$ cat src/rtl/cursor_ctrl.sv
// Input stage for the paint display: syncs and debounces the board buttons and switches,
// then turns them into cursor position, colour, tool enable and brush size.
module cursor_ctrl #(
  parameter int DEBOUNCE_CYCLES = 1000000,
  parameter int REPEAT_DELAY    = 30000000,
  parameter int REPEAT_PERIOD   = 2000000,
  parameter int H_MAX           = 640,
  parameter int V_MAX           = 480,
  parameter int STEP            = 1,
  parameter int X_INIT          = 320,
  parameter int Y_INIT          = 240
) (
  input  logic       clk,
  input  logic       clr,
  input  logic       btn_up,
  input  logic       btn_down,
  input  logic       btn_left,
  input  logic       btn_right,
  input  logic       btn_color,
  input  logic       sw_tool,
  input  logic       sw_size,
  output logic [9:0] X_POS,
  output logic [9:0] Y_POS,
  output logic [2:0] color,
  output logic       tool_on,
  output logic       size_sel
);

  localparam int DB_W   = $clog2(DEBOUNCE_CYCLES + 1);
  localparam int RP_MAX = (REPEAT_DELAY > REPEAT_PERIOD) ? REPEAT_DELAY : REPEAT_PERIOD;
  localparam int RP_W   = $clog2(RP_MAX + 1);
  localparam int NBTN   = 5;
  localparam logic signed [10:0] STEP_S = 11'(STEP);

  typedef enum logic [1:0] {IDLE, HOLD, REPEAT} axis_state_e;

  // Bit order: up, down, left, right, colour (debounced), tool, size (sync only)
  logic [6:0]      raw;
  logic [6:0]      sync1_q, sync1_d, sync2_q, sync2_d;
  logic [NBTN-1:0] db_q, db_d;
  logic [DB_W-1:0] db_cnt_q [NBTN];
  logic [DB_W-1:0] db_cnt_d [NBTN];
  logic            color_prev_q, color_prev_d;
  logic [2:0]      color_q, color_d;

  // Axis 0 is X, axis 1 is Y; directions encoded 2'b01 = +1, 2'b11 = -1, 2'b00 = none
  axis_state_e     state_q [2];
  axis_state_e     state_d [2];
  logic [RP_W-1:0] rp_cnt_q [2];
  logic [RP_W-1:0] rp_cnt_d [2];
  logic [1:0]      last_dir_q [2];
  logic [1:0]      last_dir_d [2];
  logic [9:0]      pos_q [2];
  logic [9:0]      pos_d [2];
  logic [1:0]      dir [2];
  logic            step [2];

  assign raw = {sw_size, sw_tool, btn_color, btn_right, btn_left, btn_down, btn_up};

  function automatic logic [9:0] clamp_step(input logic [9:0] pos, input logic [1:0] d,
                                            input logic signed [10:0] lim);
    logic signed [10:0] p;
    logic signed [10:0] nxt;
    p = signed'({1'b0, pos});
    if (d == 2'b11) nxt = (p < STEP_S) ? 11'sd0 : p - STEP_S;
    else            nxt = (p + STEP_S > lim) ? lim : p + STEP_S;
    return 10'(nxt);
  endfunction

  always_comb begin
    sync1_d = raw;
    sync2_d = sync1_q;
    db_d    = db_q;
    for (int i = 0; i < NBTN; i++) begin
      db_cnt_d[i] = '0;
      if (sync2_q[i] != db_q[i]) begin
        if (db_cnt_q[i] == DB_W'(DEBOUNCE_CYCLES - 1)) db_d[i] = sync2_q[i];
        else db_cnt_d[i] = db_cnt_q[i] + DB_W'(1);
      end
    end

    color_prev_d = db_q[4];
    color_d      = color_q;
    if (db_q[4] && !color_prev_q) color_d = color_q + 3'd1;

    dir[0] = (db_q[2] && !db_q[3]) ? 2'b11 : ((db_q[3] && !db_q[2]) ? 2'b01 : 2'b00);
    dir[1] = (db_q[0] && !db_q[1]) ? 2'b11 : ((db_q[1] && !db_q[0]) ? 2'b01 : 2'b00);

    // A reversal is any non-zero direction that differs from the last stepped one
    for (int a = 0; a < 2; a++) begin
      state_d[a]    = state_q[a];
      rp_cnt_d[a]   = rp_cnt_q[a];
      last_dir_d[a] = last_dir_q[a];
      pos_d[a]      = pos_q[a];
      step[a]       = 1'b0;
      case (state_q[a])
        IDLE: begin
          if (dir[a] != 2'b00) begin
            step[a]     = 1'b1;
            rp_cnt_d[a] = '0;
            state_d[a]  = HOLD;
          end
        end
        HOLD: begin
          if (dir[a] == 2'b00) begin
            rp_cnt_d[a] = '0;
            state_d[a]  = IDLE;
          end else if (dir[a] != last_dir_q[a]) begin
            step[a]     = 1'b1;
            rp_cnt_d[a] = '0;
          end else if (rp_cnt_q[a] == RP_W'(REPEAT_DELAY - 1)) begin
            step[a]     = 1'b1;
            rp_cnt_d[a] = '0;
            state_d[a]  = REPEAT;
          end else begin
            rp_cnt_d[a] = rp_cnt_q[a] + RP_W'(1);
          end
        end
        REPEAT: begin
          if (dir[a] == 2'b00) begin
            rp_cnt_d[a] = '0;
            state_d[a]  = IDLE;
          end else if (dir[a] != last_dir_q[a]) begin
            step[a]     = 1'b1;
            rp_cnt_d[a] = '0;
            state_d[a]  = HOLD;
          end else if (rp_cnt_q[a] == RP_W'(REPEAT_PERIOD - 1)) begin
            step[a]     = 1'b1;
            rp_cnt_d[a] = '0;
          end else begin
            rp_cnt_d[a] = rp_cnt_q[a] + RP_W'(1);
          end
        end
        default: begin
          rp_cnt_d[a] = '0;
          state_d[a]  = IDLE;
        end
      endcase
      if (step[a]) begin
        last_dir_d[a] = dir[a];
        pos_d[a] = clamp_step(pos_q[a], dir[a], (a == 0) ? 11'(H_MAX - 1) : 11'(V_MAX - 1));
      end
    end
  end

  always_ff @(posedge clk) begin
    if (!clr) begin
      sync1_q      <= '0;
      sync2_q      <= '0;
      db_q         <= '0;
      color_prev_q <= 1'b0;
      color_q      <= 3'd7;
      for (int i = 0; i < NBTN; i++) db_cnt_q[i] <= '0;
      for (int a = 0; a < 2; a++) begin
        state_q[a]    <= IDLE;
        rp_cnt_q[a]   <= '0;
        last_dir_q[a] <= '0;
      end
      pos_q[0] <= 10'(X_INIT);
      pos_q[1] <= 10'(Y_INIT);
    end else begin
      sync1_q      <= sync1_d;
      sync2_q      <= sync2_d;
      db_q         <= db_d;
      color_prev_q <= color_prev_d;
      color_q      <= color_d;
      for (int i = 0; i < NBTN; i++) db_cnt_q[i] <= db_cnt_d[i];
      for (int a = 0; a < 2; a++) begin
        state_q[a]    <= state_d[a];
        rp_cnt_q[a]   <= rp_cnt_d[a];
        last_dir_q[a] <= last_dir_d[a];
        pos_q[a]      <= pos_d[a];
      end
    end
  end

  assign X_POS    = pos_q[0];
  assign Y_POS    = pos_q[1];
  assign color    = color_q;
  assign tool_on  = sync2_q[5];
  assign size_sel = sync2_q[6];

endmodule

$ cat config.mk
export PLATFORM = sky130hd
export DESIGN_NAME = cursor_ctrl
export DESIGN_NICKNAME = d
export VERILOG_FILES = /design/src/rtl/cursor_ctrl.sv
export SDC_FILE = /design/constraint.sdc
export NUM_CORES = 1
export LEC_CHECK = 0
export ABC_CLOCK_PERIOD_IN_PS = 3290
export CORE_UTILIZATION = 50
export CTS_CLUSTER_DIAMETER = 200
export DETAILED_ROUTE_END_ITERATION = 10
export GPL_TIMING_DRIVEN = 0
export PLACE_DENSITY = 0.67
export SYNTH_ARGS = -nofsm -noshare
export SYNTH_HDL_FRONTEND = slang
export SYNTH_SLANG_ARGS = --single-unit
$ cat constraint.sdc
create_clock -name clk -period 3.29 [get_ports clk]
set_input_delay 0.4935 -clock clk [delete_from_list [all_inputs] [get_ports clk]]
set_output_delay 0.4935 -clock clk [all_outputs]
set_load 0.005 [all_outputs]
==> results.md <==
* Max-slew headroom at a little over two fifths
* Leakage at 3.87 nW
* First-pass GRT wire length at 37,100 µm
* Maximum vdd drop at around 310 µV
* Diode count at 0
* # rows at 51
* Hold-fix buffers at CTS at 0
* Max frequency at 0.323 GHz
* Pwr/cell area at 449 nW/µm²
* Top cells by area in the synthesized netlist: dfxtp_1 40%, nor2_1 7.3%, xor2_1 6.8%
* Number of routed nets with antenna violations at 0
* IO Count at 34
* Post-Layout Cell Count at 1,542
* Dpl cell area at between 10,000 and 15,000 µm²
* H-tree levels at 1
* Worst Hold Slack at about 430 ps
* Syn Area/Cell at 8.31 µm²
* Drt wl/cell at 14.1 µm
* Drc violations at 0
* Class of the worst hold path: reg -> reg
* Met2 Track Usage GR at 34.2%
* Post-synth EDFFs at 0
* Die Height at 144 µm
* Count of input and output buffers at 33
* Overflow after GRT at 0
* WL final at 21,800 µm
* Critical Path Fanout Max at 10
* WP data required at 3710 ps
* Status: finished, final reports clean
* Root buffer cell: clkbuf_16
* Post-CTS setup buffers at 0
* Final Cell Area at roughly 11,000 µm²
* Setup WS post-layout at 198 ps
* Worst setup SP type: flip-flop
* Power Total at 5.12 mW
* Seq/Total Area, Yosys at 40.2%
* Worst-path clk slew at 60 ps
* Kind of critical path: reg -> reg
* Mapped Cells at 1,206
* DR iter-0 viols at 400
* Share of layout cells above drive strength 1 at 4.39%
* Met1 GRT Util at between 30% and 40%
* Critical Path End Type: flip-flop
* Post-layout minimum cycle time at 3090 ps
* Pre-CTS WS at 300 ps
* P&R area growth vs syn at 13.8%
* Die W at between 100 and 150 µm
* Most used routing layer: met2
* Post-Route Skew at 8.63 ps
* Core area at 19,500 µm²
* RSZ-0062 raised after global routing: false
* Avg Vias per Cell at between 5 and 6
* Cts bufs inserted at 23
* Routed vias at between 8,000 and 9,000
* Die ar. at 20,600 µm²
* Overall Global Routing Usage at 21.7%
* Synth top area share at 40.2%
* Gpl congestion at just over 0.9
* Placed cell count at 1,504
* Hpwl dp at 15,200 µm
* Antenna violations before repair at 0
* Vias in the first global route at around 7,800
* Post-Syn Area at roughly 10,000 µm²
* CTS tree: done
* First-pass iteration count of the detailed router at 5
* Ys flop type: dfxtp_1
* Yosys reg bits at roughly 200
* Grt met3 use at 3.23%
* Syn nets at approximately 1,200
* Final Hold Vio Count at 0
* Commonest cells after routing, fill and taps aside: 201 x dfxtp_1, 194 x nor2_1, 82 x nand3_1, 78 x xor2_1, 71 x nand2_1
* Max Slew Vio Count at 0
* Worst-Margin Slew at 848 ps
* Setup_tns at 0 ps
* Final Util at about 60%
* Clock Tree Buf Depth at 3
* Share of the clock period used by the worst path at 94.0%
* Count of cell types in the netlist at 74
* Initial Util at a little over 50%
* WP data arrival at 3510 ps
* Area leader, netlist: dfxtp_1
* Most common cell after layout, fill and taps aside: dfxtp_1
* Sink Count at around 200
* Layout Nets at 1,297
* Ys async rst share at 0%
* Cts repair resizes at 0
* Clock Latency Late Sink at 500 ps
* Largest net degree at the start of global routing at 14
* Endpoints failing setup at 0
* Yosys warns at 0
* Max Cap Viol at 0
-- where the power goes --
part	internal, mW	total (mW)	switching (mW)
sequential	2.45	2.47	0.0149
clock	1.46	2.43	0.973
combinational	0.0692	0.219	0.150
-- logic make-up (layout without fill, tap and decap cells) --
group	count (synthesis)	count (layout)	share of synthesized area, %
and+or+nand+nor	575	575	28.9
buffers and inverters	93	164	3.65
adders and majority gates	24	24	3.00
muxes	9	9	0.912
xor gates and xnor gates	147	147	12.9
DFF	201	201	40.2
AOI/OAI and AO/OA	157	157	10.5
-- routing by layer --
layer	routed length [µm]	share of wire [%]
met2	9470	43
met5	0	0
met1	10600	49
met3	1240	5.7
met4	464	2.1
-- sequential cells by signal (all words and copies together), names as in the netlist --
| name | flops |
|---|---|
| sync1_q | 7 |
| last_dir_q | 4 |
| rp_cnt_q | 50 |
| db_q | 5 |
| color | 3 |
| color_prev_q | 1 |
| db_cnt_q | 100 |
| sync2_q | 7 |
| pos_q | 20 |
| state_q | 4 |
-- synth_stat cells, types with 3 or more instances --
master	count
or4_1	6
xnor2_1	69
and3_1	36
dfxtp_1	201
buf_2	4
inv_1	39
nand3b_1	6
mux2i_1	8
clkbuf_1	46
nor3_1	38
nor2b_1	4
nand3_1	82
and2_1	25
xor2_1	78
buf_4	3
or2_2	3
or3_1	18
o31ai_1	11
a31oi_1	11
nand2_1	71
o21a_1	5
nor2_1	194
o21ai_0	32
a41oi_1	3
nor4_1	18
o2111ai_1	6
nand4_1	38
o211ai_1	6
o311ai_0	3
a21oi_1	43
and4_1	9
nor3b_1	4
nor4b_1	11
ha_1	24
a211oi_1	4
o41ai_1	3
-- critical path, cell delays in order (launching register included) --
cell and delay (ps):
dfxtp_1 430, ha_1 180, clkbuf_1 430, xnor2_1 200
nand2_1 120, o21bai_1 190, a221oi_1 620, clkbuf_1 470
o31ai_1 150, a21oi_1 210
-- cell type report --
class / count / area [µm²]
timing repair buffer: 33 / 330
sequential: 201 / 4020
tap: 265 / 332
clock inverter: 8 / 67.6
multi-input combinational: 912 / 5630
buffer: 54 / 219
clock buffer: 30 / 652
fill: 1843 / 8130
inverter: 39 / 146
-- path summary, 6_finish.rpt --
path / slack (ps) / depth (start not counted) / to / start
worst min-delay path: 430 / 1 / sync2_q[5] / sync1_q[5]
worst min register to register: 430 / 1 / sync2_q[5] / sync1_q[5]
worst max register to register: 200 / 9 / pos_q[0][0] / db_q[2]
worst max-delay path: 200 / 9 / pos_q[0][0] / db_q[2]
(Power assumes the default switching activity.)
==> RTL edit 1: new RTL, same flow settings <==
`H_MAX`: 640 -> 512.
--- a/src/rtl/cursor_ctrl.sv
+++ b/src/rtl/cursor_ctrl.sv
@@ -4,7 +4,7 @@
   parameter int DEBOUNCE_CYCLES = 1000000,
   parameter int REPEAT_DELAY    = 30000000,
   parameter int REPEAT_PERIOD   = 2000000,
-  parameter int H_MAX           = 640,
+  parameter int H_MAX           = 512,
   parameter int V_MAX           = 480,
   parameter int STEP            = 1,
   parameter int X_INIT          = 320,
Check against the original RTL: same outputs for any inputs over 10 cycles, from zero or initial values; that may be too few to reach the edited logic, so the function may still have changed.
==> RTL edit 1 against the unedited design <==
First-iteration DRC count increased by 3.3%. Design area increased by 0.98%. Combinational power decreased by 29%. Global-route usage about the same. Sequential share of layout area decreased by 0.34 points. Total power decreased by 1.1%. Sequential cell count unchanged. Die area increased by 1.2%. Non-clock buffer count increased by 5. Synthesized area increased by 1.2%. Setup slack improved by 0.12 ns. Wire length increased by 1.7%. Synthesized cell count increased by 2.3%.
==> RTL edit 1: results (changes against the unedited design) <==
Number of DRC markers in iteration 0: 413 (+3.3%). Register-to-register setup slack: 0.32 ns (+0.12 ns). The final cell count without fillers is 1,570 (+1.8%).

The end point of the most critical hold path was sync2_q[2]. The xor/xnor share of the synthesized area is 12.79% (-0.066 points), and the cell total after placement is 1,532 (+1.9%). The tools report the number of instances resized during post-cts repair as 0 (unchanged). Met3 wirelength from detailed routing: 1229 um (-0.73%). Yosys attributes the largest share of cell area to sky130_fd_sc_hd__dfxtp_1, sky130_fd_sc_hd__nor2_1, sky130_fd_sc_hd__xor2_1. The number of filler instances in the final layout came out at 1,869 (+1.4%). The arithmetic-cell share of the synthesized area counting full adders, half adders and majority gates came out at 2.962% (-0.036 points). The worst register-to-register path begins at pos_q[0][11]. The run gives 21.70% (about the same) as the overall routing resource usage. The share of layout cells above drive strength 1 is 4.368% (-0.017 points). The number of cells traversed by the worst register-to-register path was 8 (-1).

The final setup skew was 0.009723 ns (+0.001097 ns); the fraction of met3 tracks used by global routing was 3.642% (+0.41 points). The commonest cells after synthesis are sky130_fd_sc_hd__nor2_1, sky130_fd_sc_hd__dfxtp_1, sky130_fd_sc_hd__nand2_1. The run finished with clean final reports. The logs give 9700 um (+2.4%) for the total length of routed met2 wires and 69 (-6.8%) for the number of distinct library cell variants in the gate-level netlist after synthesis. The half-perimeter wire length after detailed placement was 15,420 um (+1.7%); the largest driver fanout on the critical path was 10 (unchanged).

The tools report the fraction of met2 tracks used by global routing as 34.79% (+0.63 points). Share of synthesized area occupied by flip-flops and latches: 39.69% (-0.48 points). The headroom to the max-slew limit was 15.67% (-27 points). The wire length the detailed router placed on met1 is 10,790 um (+1.4%). Detailed-route via count: 8,646 (+1.4%). For the placer congestion estimate, the log shows 0.8971 (-1.0%). The met1 usage is 30.16% (-0.54 points), and the worst hold slack across all endpoints is 0.4259 ns (-0.006755 ns). The synthesized-area fraction occupied by ao, oa, aoi and oai cells works out to 10.18% (-0.33 points). For the placed instance area, the log shows 10,800 sq um (+1.1%).

The average routed wire per standard cell was 14.13 um (-0.11%); the proportion of synthesized area in mux cells was 1.296% (+0.38 points). The net switching power was 1094 uW (-3.8%); the leakage power total was 0.003815 uW (-1.4%). The startpoint identified for the worst hold timing path is sync1_q[2].

The internal power contribution was 3971 uW (-0.29%); the net count after synthesis was 1,267 (+2.3%).
==> RTL edit 1: cell types whose count changed in the layout (fill, tap and decap cells not counted), sizes merged, moves of 10 or more <==
cell   delta
o21ai    +10
a21oi    -11
nand2    +15
and4     +10
nor2     +18
==> RTL edit 1: how the worst max path moves through the flow <==
stage / from / endpoint / slack (ns) / depth (start not counted)
4_1_cts: pos_q[0][11] / pos_q[0][11] / 0.43 / 8
3_3_place_gp: clr / rp_cnt_q[0][12] / 0.32 / 7
2_1_floorplan: pos_q[0][10] / pos_q[0][16] / 0.74 / 10
5_1_grt: pos_q[0][11] / pos_q[0][11] / 0.12 / 8
6_report: pos_q[0][11] / pos_q[0][11] / 0.32 / 8
3_5_place_dp: clr / rp_cnt_q[0][22] / 0.31 / 7
==> RTL edit 1: layout make-up <==
cell class / instances / area [sq um] / share of cell area, %
inverters: 40 / 150.1 / 1.304
multi-input cells: 934 / 5736 / 49.83
well taps: 265 / 331.6 / 2.880
plain buffers: 59 / 229.0 / 1.989
repair buffers: 33 / 330.3 / 2.870
clock inverters: 11 / 141.4 / 1.228
clock buffers: 27 / 569.3 / 4.946
flip-flops and latches: 201 / 4024 / 34.96
==> RTL edit 1: critical path: stages (launching register included) <==
cell and delay (ns):
sky130_fd_sc_hd__dfxtp_1 0.54, sky130_fd_sc_hd__ha_1 0.21, sky130_fd_sc_hd__clkbuf_1 0.28, sky130_fd_sc_hd__xnor2_1 0.11, sky130_fd_sc_hd__nor4_1 0.37, sky130_fd_sc_hd__o32ai_1 0.19, sky130_fd_sc_hd__a2111oi_0 0.84, sky130_fd_sc_hd__nor3_1 0.12
sky130_fd_sc_hd__a211oi_1 0.22
==> RTL edit 2: new RTL, config.mk and constraints unchanged <==
Without the edit above. Put a register stage on the output `X_POS`, without a reset. The value now appears one clock later. The other outputs are not delayed to match.
--- a/src/rtl/cursor_ctrl.sv
+++ b/src/rtl/cursor_ctrl.sv
@@ -174,7 +174,9 @@
     end
   end
 
-  assign X_POS    = pos_q[0];
+  always_ff @(posedge clk) begin
+    X_POS <= pos_q[0];
+  end
   assign Y_POS    = pos_q[1];
   assign color    = color_q;
   assign tool_on  = sync2_q[5];
Function: changed (a bounded check fails within 4 cycles, from zero or initial values).
==> RTL edit 2 against the unedited design <==
Setup slack worse by 0.037 ns. Design area up 3.5%. Wire length about the same. Sequential share of layout area up 0.51 points. Synthesized area up 2.4%. Sequential cell count up 10. Clock skew up 0.0045 ns. Non-clock buffer count down 2. Synthesized cell count up 1.1%. Total power up 9.2%. Critical endpoint is now pos_q[0][15]. Largest power group is now clock.
==> RTL edit 2: results (changes against the unedited design) <==
Number of port buffers: 32 (-3.0%). For the register share of total power, the log shows 46.3% (-1.9 points). The run finished with clean final reports. The area share of buffers outside the clock network is 4.837% (+0.019 points), and the number of multi-input logic gates is 920 (+0.88%).

In this run the critical register-to-register path is launched from pos_q[0][10]. The tools report the clock tree buffer count of the final layout as 35 (+17%). The logs give 8,044 (+2.6%) for the number of global-route vias before repair and 1,887 (+2.4%) for the number of filler instances in the final layout. The worst hold path terminates at X_POS[7]. The register-to-register setup slack was 0.16 ns (-0.04 ns); the average routed wire per standard cell was 13.93 um (-1.6%).

The area growth from synthesis to layout was 14.92%; the combinational logic power was 160 uW (-27%). The overall routing resource usage came out at 20.91% (-0.79 points). The sequential standard cell area is 4224 sq um (+5.0%). Leakage power total: 0.003937 uW (+1.8%). For the half-perimeter wire length after detailed placement, the log shows 15,130 um (-0.18%). The CTS buffer count was 24 (+4.3%); the number of ordinary inverters in the final layout was 35 (-10%). The wire length of the first global-routing pass was 37,570 um (+1.2%).

The placer congestion estimate was 0.8954 (-1.2%). The worst-case vdd ir drop was 346.1 uV (+11%). The non-clock buffer count in the final layout works out to 85 (-2.3%). The count of sequential standard cells was 211 (+5.0%).
RTL edit 2: cell types whose count changed after synthesis, moves of 6 or more:
cell	before	now
sky130_fd_sc_hd__dfxtp_1	201	211
sky130_fd_sc_hd__nand2b_1	1	7
sky130_fd_sc_hd__nor2_1	194	204
sky130_fd_sc_hd__o31ai_1	11	1
sky130_fd_sc_hd__nand4_1	38	28
sky130_fd_sc_hd__nand2_1	71	84
sky130_fd_sc_hd__xnor2_1	69	82
sky130_fd_sc_hd__and4_1	9	16
sky130_fd_sc_hd__xor2_1	78	67
sky130_fd_sc_hd__buf_4	3	11
sky130_fd_sc_hd__clkbuf_1	46	37
sky130_fd_sc_hd__and3_1	36	19
RTL edit 2: worst max path at each step:
| stage | depth (start not counted) | endpoint | slack (ns) |
|---|---|---|---|
| after floorplan | 8 | pos_q[0][15] | 0.69 |
| after global placement | 8 | pos_q[0][15] | 0.14 |
| after detailed placement | 8 | pos_q[0][15] | 0.10 |
| after CTS | 8 | pos_q[0][15] | 0.22 |
| after global routing | 8 | pos_q[0][15] | 0.03 |
| final | 8 | pos_q[0][15] | 0.16 |
RTL edit 2: logic make-up (layout without fill, tap and decap cells):
logic type,after synthesis,count (layout),synth area share [%]
flip-flops,211,211,41.16
adder cells (fa/ha/maj),24,24,2.926
XOR/XNOR,149,149,12.71
AO/OA/AOI/OAI,150,150,9.826
buffers and inverters,88,164,3.718
multiplexers,11,11,1.085
AND/OR/NAND/NOR,586,586,28.57
RTL edit 2: what timing repair did:
action | in CTS | in global routing
resized for setup | 1 | 0
endpoints found under the setup margin | 1 | 0
endpoints found under the hold margin | 0 | 0
RTL edit 2: worst max-delay path, cell delays in order, from the launching register on:
cell                       delay [ns]
sky130_fd_sc_hd__dfxtp_1         0.51
sky130_fd_sc_hd__inv_1           0.14
sky130_fd_sc_hd__ha_1            0.35
sky130_fd_sc_hd__nor4bb_1        0.35
sky130_fd_sc_hd__a211oi_1        0.14
sky130_fd_sc_hd__nor4_2          0.49
sky130_fd_sc_hd__a21oi_1         0.37
sky130_fd_sc_hd__a2bb2o_1        0.34
sky130_fd_sc_hd__a221o_1         0.31
RTL edit 2: per-layer routing:
| metal | global-route usage (%) | routed length (um) | vias to the layer above |
|---|---|---|---|
| li1 | - | - | 4362 |
| met1 | 27.32 | 10230 | 4014 |
| met2 | 34.90 | 10080 | 144 |
| met3 | 3.113 | 904 | 47 |
| met4 | 7.684 | 585 | 0 |
| met5 | 0 | 0 | - |
RTL edit 2: metrics by stage:
stage               std cells  hold WS, ns  setup slack, ns
CTS                      1565       0.3578           0.2194
floorplan                1219       0.3290           0.6928
detailed placement       1521       0.3386           0.1020
finish                   1565       0.3561           0.1611
global route             1565       0.3615          0.03347
global placement         1521       0.3335           0.1352
